$ cat src/rtl/pingpong_to_axi4.sv
// pingpong_to_axi4: streams a filled ping-pong bank out of a BRAM read port as AXI4-Stream beats.
// Optional macro PINGPONG_TO_AXI4_TLAST_EN marks the final beat of each bank with tlast.
module pingpong_to_axi4 #(
   parameter int ADDRBITS = 7,
   parameter int DATABITS = 16,
   parameter int MEMDEPTH = 128,
   parameter int RDLAT    = 2
) (
   input  logic                clk,
   input  logic                rst_n,
   input  logic                finishb,
   input  logic [ADDRBITS:0]   lenb,
   output logic                readyb,
   output logic [ADDRBITS-1:0] addrb,
   output logic                enb,
   input  logic [DATABITS-1:0] doutb,
   output logic                doneb,
   output logic [DATABITS-1:0] m_axis_data_tdata,
   output logic                m_axis_data_tvalid,
   input  logic                m_axis_data_tready,
   output logic                m_axis_data_tlast
);

   localparam int FDEPTH = RDLAT + 2;
   localparam int PTRW   = $clog2(FDEPTH);
   localparam int CNTW   = $clog2(FDEPTH + 1);
   localparam logic [ADDRBITS:0] MAXLEN = (ADDRBITS+1)'(MEMDEPTH);

   typedef enum logic [1:0] {
      IDLE  = 2'd0,
      READ  = 2'd1,
      DRAIN = 2'd2,
      DONE  = 2'd3
   } state_t;

   state_t              state_r;
   state_t              state_s;
   logic [ADDRBITS:0]   len_r;
   logic [ADDRBITS:0]   addr_r;
   logic [RDLAT-1:0]    pipe_r;
   logic [DATABITS-1:0] fifo_r [FDEPTH];
   logic [PTRW-1:0]     wr_ptr_r;
   logic [PTRW-1:0]     rd_ptr_r;
   logic [CNTW-1:0]     cnt_r;
   logic [CNTW-1:0]     inflight_s;
   logic [CNTW:0]       occ_s;
   logic                issue_s;
   logic                push_s;
   logic                pop_s;
   logic                start_s;

   function automatic logic [CNTW-1:0] count_ones(input logic [RDLAT-1:0] v);
      logic [CNTW-1:0] n;
      n = '0;
      for (int i = 0; i < RDLAT; i++) begin
         n = n + CNTW'(v[i]);
      end
      return n;
   endfunction

   function automatic logic [PTRW-1:0] ptr_inc(input logic [PTRW-1:0] p);
      if (p == PTRW'(FDEPTH - 1)) begin
         return '0;
      end else begin
         return p + PTRW'(1);
      end
   endfunction

   // Read issue throttle: reads in flight plus buffered words never exceed the skid depth
   always_comb begin
      inflight_s = count_ones(pipe_r);
      occ_s      = {1'b0, inflight_s} + {1'b0, cnt_r};
      start_s    = (state_r == IDLE) && finishb;
      issue_s    = (state_r == READ) && (addr_r < len_r) && (occ_s < (CNTW+1)'(FDEPTH));
      push_s     = pipe_r[RDLAT-1];
      pop_s      = (cnt_r != '0) && m_axis_data_tready;
   end

   // Next-state logic
   always_comb begin
      state_s = state_r;
      case (state_r)
         IDLE: begin
            if (finishb) state_s = READ;
            else         state_s = IDLE;
         end
         READ: begin
            if (len_r == '0)          state_s = DONE;
            else if (addr_r == len_r) state_s = DRAIN;
            else                      state_s = READ;
         end
         DRAIN: begin
            if ((cnt_r == '0) && (pipe_r == '0)) state_s = DONE;
            else                                 state_s = DRAIN;
         end
         DONE:    state_s = IDLE;
         default: state_s = IDLE;
      endcase
   end

   // State, latched length, read address and read-latency tracking
   always_ff @(posedge clk or negedge rst_n) begin
      if (!rst_n) begin
         state_r <= IDLE;
         len_r   <= '0;
         addr_r  <= '0;
         pipe_r  <= '0;
      end else begin
         state_r <= state_s;
         if (start_s) begin
            len_r  <= (lenb > MAXLEN) ? MAXLEN : lenb;
            addr_r <= '0;
            pipe_r <= '0;
         end else begin
            pipe_r <= (pipe_r << 1'b1) | RDLAT'(issue_s);
            if (issue_s) addr_r <= addr_r + (ADDRBITS+1)'(1);
         end
      end
   end

   // Skid FIFO capturing read data as it returns from the bank
   always_ff @(posedge clk or negedge rst_n) begin
      if (!rst_n) begin
         for (int i = 0; i < FDEPTH; i++) fifo_r[i] <= '0;
         wr_ptr_r <= '0;
         rd_ptr_r <= '0;
         cnt_r    <= '0;
      end else begin
         if (push_s) begin
            fifo_r[wr_ptr_r] <= doutb;
            wr_ptr_r         <= ptr_inc(wr_ptr_r);
         end
         if (pop_s) rd_ptr_r <= ptr_inc(rd_ptr_r);
         cnt_r <= cnt_r + CNTW'(push_s) - CNTW'(pop_s);
      end
   end

`ifdef PINGPONG_TO_AXI4_TLAST_EN
   logic [ADDRBITS:0] beat_r;

   // Beats leave in address order, so the accepted-beat count is the head's address
   always_ff @(posedge clk or negedge rst_n) begin
      if (!rst_n) begin
         beat_r <= '0;
      end else if (start_s) begin
         beat_r <= '0;
      end else if (pop_s) begin
         beat_r <= beat_r + (ADDRBITS+1)'(1);
      end
   end

   assign m_axis_data_tlast = (cnt_r != '0) && (beat_r == len_r - (ADDRBITS+1)'(1));
`else
   assign m_axis_data_tlast = 1'b0;
`endif

   assign readyb             = (state_r == IDLE);
   assign doneb              = (state_r == DONE);
   assign enb                = issue_s;
   assign addrb              = addr_r[ADDRBITS-1:0];
   assign m_axis_data_tvalid = (cnt_r != '0);
   assign m_axis_data_tdata  = fifo_r[rd_ptr_r];

endmodule
$ cat config.mk
export PLATFORM = sky130hd
export DESIGN_NAME = pingpong_to_axi4
export DESIGN_NICKNAME = d
export VERILOG_FILES = /design/src/rtl/pingpong_to_axi4.sv
export SDC_FILE = /design/constraint.sdc
export NUM_CORES = 1
export LEC_CHECK = 0
export BUFFER_PORTS_ARGS = -buffer_cell sky130_fd_sc_hd__buf_4
export CAP_MARGIN = 20
export CORE_ASPECT_RATIO = 0.8
export CORE_MARGIN = 2
export CORE_UTILIZATION = 55
export CTS_BUF_LIST = sky130_fd_sc_hd__clkbuf_16
export CTS_CLUSTER_SIZE = 14
export DETAILED_ROUTE_END_ITERATION = 10
export GPL_ROUTABILITY_DRIVEN = 0
export PLACE_DENSITY = 0.77
export RECOVER_POWER = 25
export SLEW_MARGIN = 25
export SYNTH_ARGS = -nofsm -noshare
export SYNTH_HDL_FRONTEND = slang
export SYNTH_SLANG_ARGS = --single-unit
$ cat constraint.sdc
create_clock -name clk -period 3.8 [get_ports clk]
set_input_delay 0 -clock clk [delete_from_list [all_inputs] [get_ports clk]]
set_output_delay 0 -clock clk [all_outputs]
set_load 0.02 [all_outputs]
==> impl_metrics.yaml, run 1 <==
outcome:
  status: "finished with violations"
  violations: "max-capacitance violations, max-slew violations"
timing:
  clock_skew_ps: 5.370
  fin_setup_tns_ps: 0
  finalHoldViolCount: 0
  min_period_ps: 2441
  slew_headroom_pct: -5.982
  max_freq_mhz: 409.6
  setup_violations: 0
  period_share_pct: 64.25
  holdWs_ps: 79.47
  rsz0062_at_grt: "false"
  drv_slew: 65
  worst_pin_slew_ps: 1590
yosys:
  synth-async-reset-ratio_pct: 100.0
  synth-seq-cells: 91
  ys_warn_count: 0
  seq_area_frac_synth_pct: 52.01
  synth_edf_count: 0
  syn-instance-count: 326
  netlist_area_um2: 4378
  synth.net_count: 373
  syn_area_per_cell_um2: 13.43
  ys.flop_type: "dfrtp_1"
  synth.distinct_cells: 39
worst_setup_path:
  critPathMaxFanout: 17
  startpoint_type: "register"
  crit_type: "reg2reg"
  worstPathCellList: "ha_1 > a21oi_1 > a31oi_1 > a211oi_4 > a21oi_2 > a221o_1"
  crit_required_ps: 4010
  crit_slowest_cell: "a211oi_4"
  worst_setup_path_end_kind: "register"
  arrival_ps: 2650
  cpPeakStageDelay_ps: 580
clocking:
  ctsLongestPathBuffers: 2
  cts_tree: "built"
  postCtsResizedCells: 0
  cts.sinks: 91
  post-cts-setup-buffer-count: 0
  h-tree-depth: 3
  cts-root-buf: "clkbuf_16"
  clk_pin_slew_worst_paths_ps: 70
  cts-buffers-inserted: 9
  clk_latency_ps: 330
run:
  drv_cap: 1
worst_hold_path:
  hold_path.class: "in2reg"
floorplan:
  die_area_um2: 8694
  die_x_um: 103.8
  num_rows: 29
  io_pins: 56
  die_h_um: 83.80
  start_util_pct: 55.86
  fp.coreArea_um2: 7838
global_routing:
  grt_pass1_wl_um: 14810
  gr-total-overflow: 0
  grt_antenna_before_repair: 0
  grt_max_degree: 65
  grt_pass1_vias: 2982
  track_usage_pct: 21.83
drt:
  highest_layer: "met4"
  ant_nets: 0
  drc_errors: 0
  dr_wl_met2_um: 4344
  wire_per_inst_um: 16.79
  dr.pass1.iters: 4
  drt_wl_total_um: 8716
  vias: 2822
  detailedRoute.firstIterationViolations: 122
  met3WireLength_um: 271
  routed_via_density: 5.437
  wl_met1_um: 4042
final_layout:
  diodes: 0
  drive_above_1_share_pct: 38.69
  area_delta_synth_final_pct: 23.61
  layout.nets: 453
power_and_ir_drop:
  p_clk_share_pct: 17.9
  power.leakage_nw: 2.433
  switchingPower_mw: 1.638
  power-per-cell-area_nw_per_um2: 849.2
  combPwrFrac_pct: 43.0
  seqPwrFrac_pct: 39.1
  p_int_mw: 2.957
  p_sw_share_pct: 35.65
  irDropWorstVdd_v: 0.0004331
place:
  dp_hpwl_um: 5621
  port_buffers: 54
## registers in the layout, indices dropped and copies added (netlist names), named ones only
signal,flops
pipe_r,2
rd_ptr_r,2
fifo_r,64
len_r,8
wr_ptr_r,2
state_r,1
addr_r,8
cnt_r,3
## cells by family (layout without fill, tap and decap cells)
family,after synthesis,count (layout),synth area share [%]
fa+ha+maj,19,19,5.602
compound gates,31,31,4.916
buf+inv,35,120,3.858
other cells,1,1,0.08566
xor+xnor,2,2,0.4002
mux,84,84,25.72
simple gates,63,63,7.402
flops,91,91,52.01
## per-stage QoR
stage          utilization (%)  cells  setup WS, ps  cell area, µm²  total power, mW
2_1_floorplan                -    326          1558            4378            3.144
3_3_place_gp             61.56    471          1501            4825            3.670
3_5_place_dp             61.56    471          1411            4825            3.784
4_1_cts                  69.17    519          1374            5421            4.643
5_1_grt                  69.05    519          1235            5411            4.906
6_report                 69.05    519          1359            5411            4.595
## cells in the mapped netlist, types with 4 or more instances
cell type | count | area share (%)
and3_1 | 5 | 0.71
inv_1 | 16 | 1.4
o21ai_0 | 12 | 1.4
nand2b_1 | 7 | 1.0
buf_4 | 9 | 1.5
a21oi_1 | 5 | 0.57
mux4_2 | 16 | 8.2
mux2_2 | 68 | 17
nand2_1 | 24 | 2.1
nor2_1 | 7 | 0.60
clkbuf_1 | 7 | 0.60
ha_1 | 18 | 5.1
a221o_1 | 4 | 0.91
dfrtp_1 | 91 | 52
## worst max-delay path, delay by kind of cell (launching register included)
family / cells / cell delay, ps
adders and majority gates: 1 / 380
DFF: 1 / 450
AOI/OAI and AO/OA: 5 / 1500
## power by group through the flow
stage               logic [mW]  registers (mW)  clock network (mW)
floorplan                 1.52            1.63                   0
global placement          1.90            1.77                   0
detailed placement        1.97            1.81                   0
CTS                       2.01            1.80               0.835
global route              2.16            1.87               0.884
finish                    1.98            1.80               0.822
## layer usage
metal  track usage (%)  vias to the layer above
met5                 0                        -
li1                  -                     1332
met2             35.82                       50
met4             5.897                        0
met1             29.64                     1435
met3             5.230                        5
## final timing paths
path	start	to	slack, ps	cells past startpoint
min	m_axis_data_tready	rd_ptr_r[0]$_DFFE_PN0P_	80	3
max reg2reg	addr_r[3]$_DFFE_PN0P_	addr_r[7]$_DFFE_PN0P_	1360	6
max in group asynchronous	rst_n	fifo_r[24]$_DFFE_PN0P_	2040	3
min in group asynchronous	rst_n	addr_r[2]$_DFFE_PN0P_	620	2
min reg2reg	fifo_r[13]$_DFFE_PN0P_	fifo_r[13]$_DFFE_PN0P_	500	1
max	addr_r[3]$_DFFE_PN0P_	addr_r[7]$_DFFE_PN0P_	1360	6
## cell type report
cell class	instances	area (µm²)
clock buffers	9	225.2
clock inverters	7	51.30
fillers	568	2426
inverters	16	60.06
multi-input cells	200	1932
flip-flops and latches	91	2277
well taps	108	135.1
repair buffers	88	730.7
## layout by cell type (no fill, tap or decap), types with 2 or more instances in the layout
cell type | netlist | routed
nand2_1 | 24 | 24
mux2_2 | 68 | 68
xor2_1 | 2 | 2
nor4_1 | 3 | 3
dfrtp_1 | 91 | 91
mux4_2 | 16 | 16
nand2b_1 | 7 | 7
a21oi_2 | 2 | 2
clkbuf_1 | 7 | 2
a21oi_1 | 5 | 5
or2_2 | 2 | 2
nand3_1 | 3 | 3
nor2_1 | 7 | 7
a211oi_1 | 2 | 2
buf_4 | 9 | 53
dlygate4sd3_1 | 0 | 32
inv_1 | 16 | 16
a221o_1 | 4 | 4
nand4_1 | 2 | 2
inv_6 | 0 | 2
clkinv_4 | 0 | 2
ha_1 | 18 | 18
clkbuf_16 | 0 | 9
o21ai_0 | 12 | 12
and2_1 | 2 | 2
and3_1 | 5 | 5
## timing repair
item	4_1_cts	5_1_grt
hold buffers	32	0
setup endpoints to repair	0	0
hold endpoints to repair	136	0
Power figures use the tool's default switching activity.
==> run 2, diff against run 1 <==
--- a/config.mk
+++ b/config.mk
@@ -9,7 +9,7 @@
 export CAP_MARGIN = 20
 export CORE_ASPECT_RATIO = 0.8
 export CORE_MARGIN = 2
-export CORE_UTILIZATION = 55
+export CORE_UTILIZATION = 52
 export CTS_BUF_LIST = sky130_fd_sc_hd__clkbuf_16
 export CTS_CLUSTER_SIZE = 14
 export DETAILED_ROUTE_END_ITERATION = 10
==> constraint.sdc (replaced) <==
create_clock -name clk -period 1.95 [get_ports clk]
set_input_delay 0 -clock clk [delete_from_list [all_inputs] [get_ports clk]]
set_output_delay 0 -clock clk [all_outputs]
set_load 0.02 [all_outputs]
==> run 2 against run 1 <==
Net effect: the flow finishes with violations (negative setup slack); highest routed layer unchanged; die area increased by 5.5%; global-route usage is 0.53 points higher; hold slack improved by 32 ps; non-clock buffer count increased by 31; combinational power is 140% higher; count of clock-buffer cells in the layout did not move; critical endpoint is now addr_r[2]$_DFFE_PN0P_; critical path depth grew 1; critical path type unchanged; first-iteration DRC count is the same; flip-flop and latch count stayed put.
==> impl_metrics.yaml, run 2 (synthesized netlist as in run 1, its figures left out) <==
outcome:
  status: "finished with violations"
  violations: "negative setup slack"
clocking:
  h-tree-depth: 3
  clk_latency_ps: 340
  cts.sinks: 91
  cts_tree: "built"
  cts-root-buf: "clkbuf_16"
  ctsLongestPathBuffers: 2
  cts-buffers-inserted: 9
  clk_pin_slew_worst_paths_ps: 70
run:
  drv_cap: 0
floorplan:
  start_util_pct: 54.35
  die_area_um2: 9174
  fp.coreArea_um2: 8055
  num_rows: 29
  die_h_um: 86.07
  die_x_um: 106.6
  io_pins: 56
global_routing:
  grt_pass1_vias: 3087
  grt_pass1_wl_um: 15660
  grt_max_degree: 41
  track_usage_pct: 22.35
  gr-total-overflow: 0
  grt_antenna_before_repair: 0
final_layout:
  post_layout_nonfiller_instances: 550
  largest_register_ffs: 64
  layout_commonest_cell: "dfrtp_1"
  fin_area_um2: 5859
  drive_above_1_share_pct: 47.74
  top_register: "fifo_r"
  layout.nets: 484
  layout_common_cells: "90 x dfrtp_1, 77 x buf_4, 68 x mux2_2"
  reg.largest.list: "fifo_r (64), addr_r (8), len_r (8)"
  area_delta_synth_final_pct: 33.84
  diodes: 0
worst_setup_path:
  arrival_ps: 2280
  worst_setup_path_end_kind: "register"
  crit_type: "reg2reg"
  crit_slowest_cell: "dfrtp_1"
  cp_top_family: "compound AO/OA/AOI/OAI gates"
  crit_required_ps: 2180
  cpPeakStageDelay_ps: 420
  worstPathCellList: "ha_4 > a21oi_2 > or3_4 > a211oi_4 > buf_4 > a21oi_4 > a221o_1"
  startpoint_type: "register"
  critPathMaxFanout: 6
  worst-path-buf-inv: 1
power_and_ir_drop:
  power-per-cell-area_nw_per_um2: 1681
  power.leakage_nw: 2.655
  irDropWorstVdd_v: 0.0008571
drt:
  dr.pass1.iters: 4
  drt_wl_total_um: 9657
  drc_errors: 0
  detailedRoute.firstIterationViolations: 122
  vias: 2969
  routed_via_density: 5.398
  ant_nets: 0
  wire_per_inst_um: 17.56
timing:
  period_share_pct: 105.2
  min_period_ps: 2052
  clock_skew_ps: 9.315
  max_freq_mhz: 487.3
  setup_violations: 8
  rsz0062_at_grt: "true"
  worst_pin_slew_ps: 1012
  drv_slew: 0
  finalHoldViolCount: 0
  setup_slack_ps: -101.9
  slew_headroom_pct: 32.52
place:
  post-place-cells: 499
  place_area_um2: 5125
  port_buffers: 54
  dp_hpwl_um: 6196
worst_hold_path:
  hold_path.class: "in2reg"
run 2: cell count changes in the layout (fill, tap and decap cells not counted), moves of 3 or more:
cell	before	now
buf_12	0	4
buf_4	53	77
ha_1	18	13
ha_4	0	5
inv_1	16	13
inv_2	0	3
run 2: worst paths after layout:
kind / cells past startpoint / startpoint / slack [ps] / end
min in group asynchronous: 2 / rst_n / 380 / addr_r[0]$_DFFE_PN0P_
worst max-delay path: 7 / cnt_r[0]$_DFF_PN0_ / -100 / addr_r[2]$_DFFE_PN0P_
worst min register to register: 1 / fifo_r[28]$_DFFE_PN0P_ / 500 / fifo_r[28]$_DFFE_PN0P_
max in group asynchronous: 3 / rst_n / 580 / cnt_r[0]$_DFF_PN0_
worst min-delay path: 4 / m_axis_data_tready / 110 / rd_ptr_r[0]$_DFFE_PN0P_
worst max register to register: 7 / cnt_r[0]$_DFF_PN0_ / -100 / addr_r[2]$_DFFE_PN0P_
run 2: report_power, final:
part | switching, mW | internal [mW] | total [mW]
registers | 0.600 | 2.80 | 3.40
logic | 2.15 | 2.58 | 4.74
clock network | 0.722 | 0.990 | 1.71
total | 3.48 | 6.37 | 9.85
run 2: what timing repair did:
| action | 4_1_cts | 5_1_grt |
|---|---|---|
| gates resized for setup | 5 | 16 |
| setup buffers | 2 | 2 |
| endpoints found under the hold margin | 110 | 0 |
| pin swaps | 5 | 9 |
| hold buffers | 32 | 0 |
| setup endpoints to repair | 7 | 15 |
run 2: per-layer routing:
metal  track usage (%)  vias to the layer above  wire (µm)
li1                  -                     1383          -
met5                 0                        -          0
met3             4.863                       10        366
met2             36.25                       56       4755
met4             6.375                        0         92
met1             30.85                     1520       4442
run 2: final cells by class:
cell class / count / area [µm²]
Multi-Input combinational cell: 200 / 2057
Inverter: 16 / 62.56
Clock buffer: 9 / 225.2
Sequential cell: 91 / 2278
Tap cell: 108 / 135.1
Timing Repair Buffer: 119 / 1031
Clock inverter: 7 / 70.07
Fill cell: 518 / 2196
run 2: worst reg2reg max path: stages (launching register included):
cell	delay, ps
dfrtp_1	420
ha_4	280
a21oi_2	60
or3_4	350
a211oi_4	290
buf_4	170
a21oi_4	50
a221o_1	330
run 2: per-stage QoR:
step | setup WS, ps | util (%) | hold slack (ps) | power [mW] | setup TNS, ps
final | -101.9 | 72.74 | 111.0 | 9.848 | -540.1
after global routing | -171.5 | 72.74 | 102.0 | 10.42 | -1125
after CTS | -75.54 | 71.65 | 98.09 | 9.689 | -378.1
after detailed placement | -52.38 | 63.62 | 12.83 | 7.776 | -177.5
after global placement | -9.246 | 63.62 | 9.637 | 7.563 | -11.82
after floorplan | -67.18 | - | -295.6 | 6.191 | -86.09
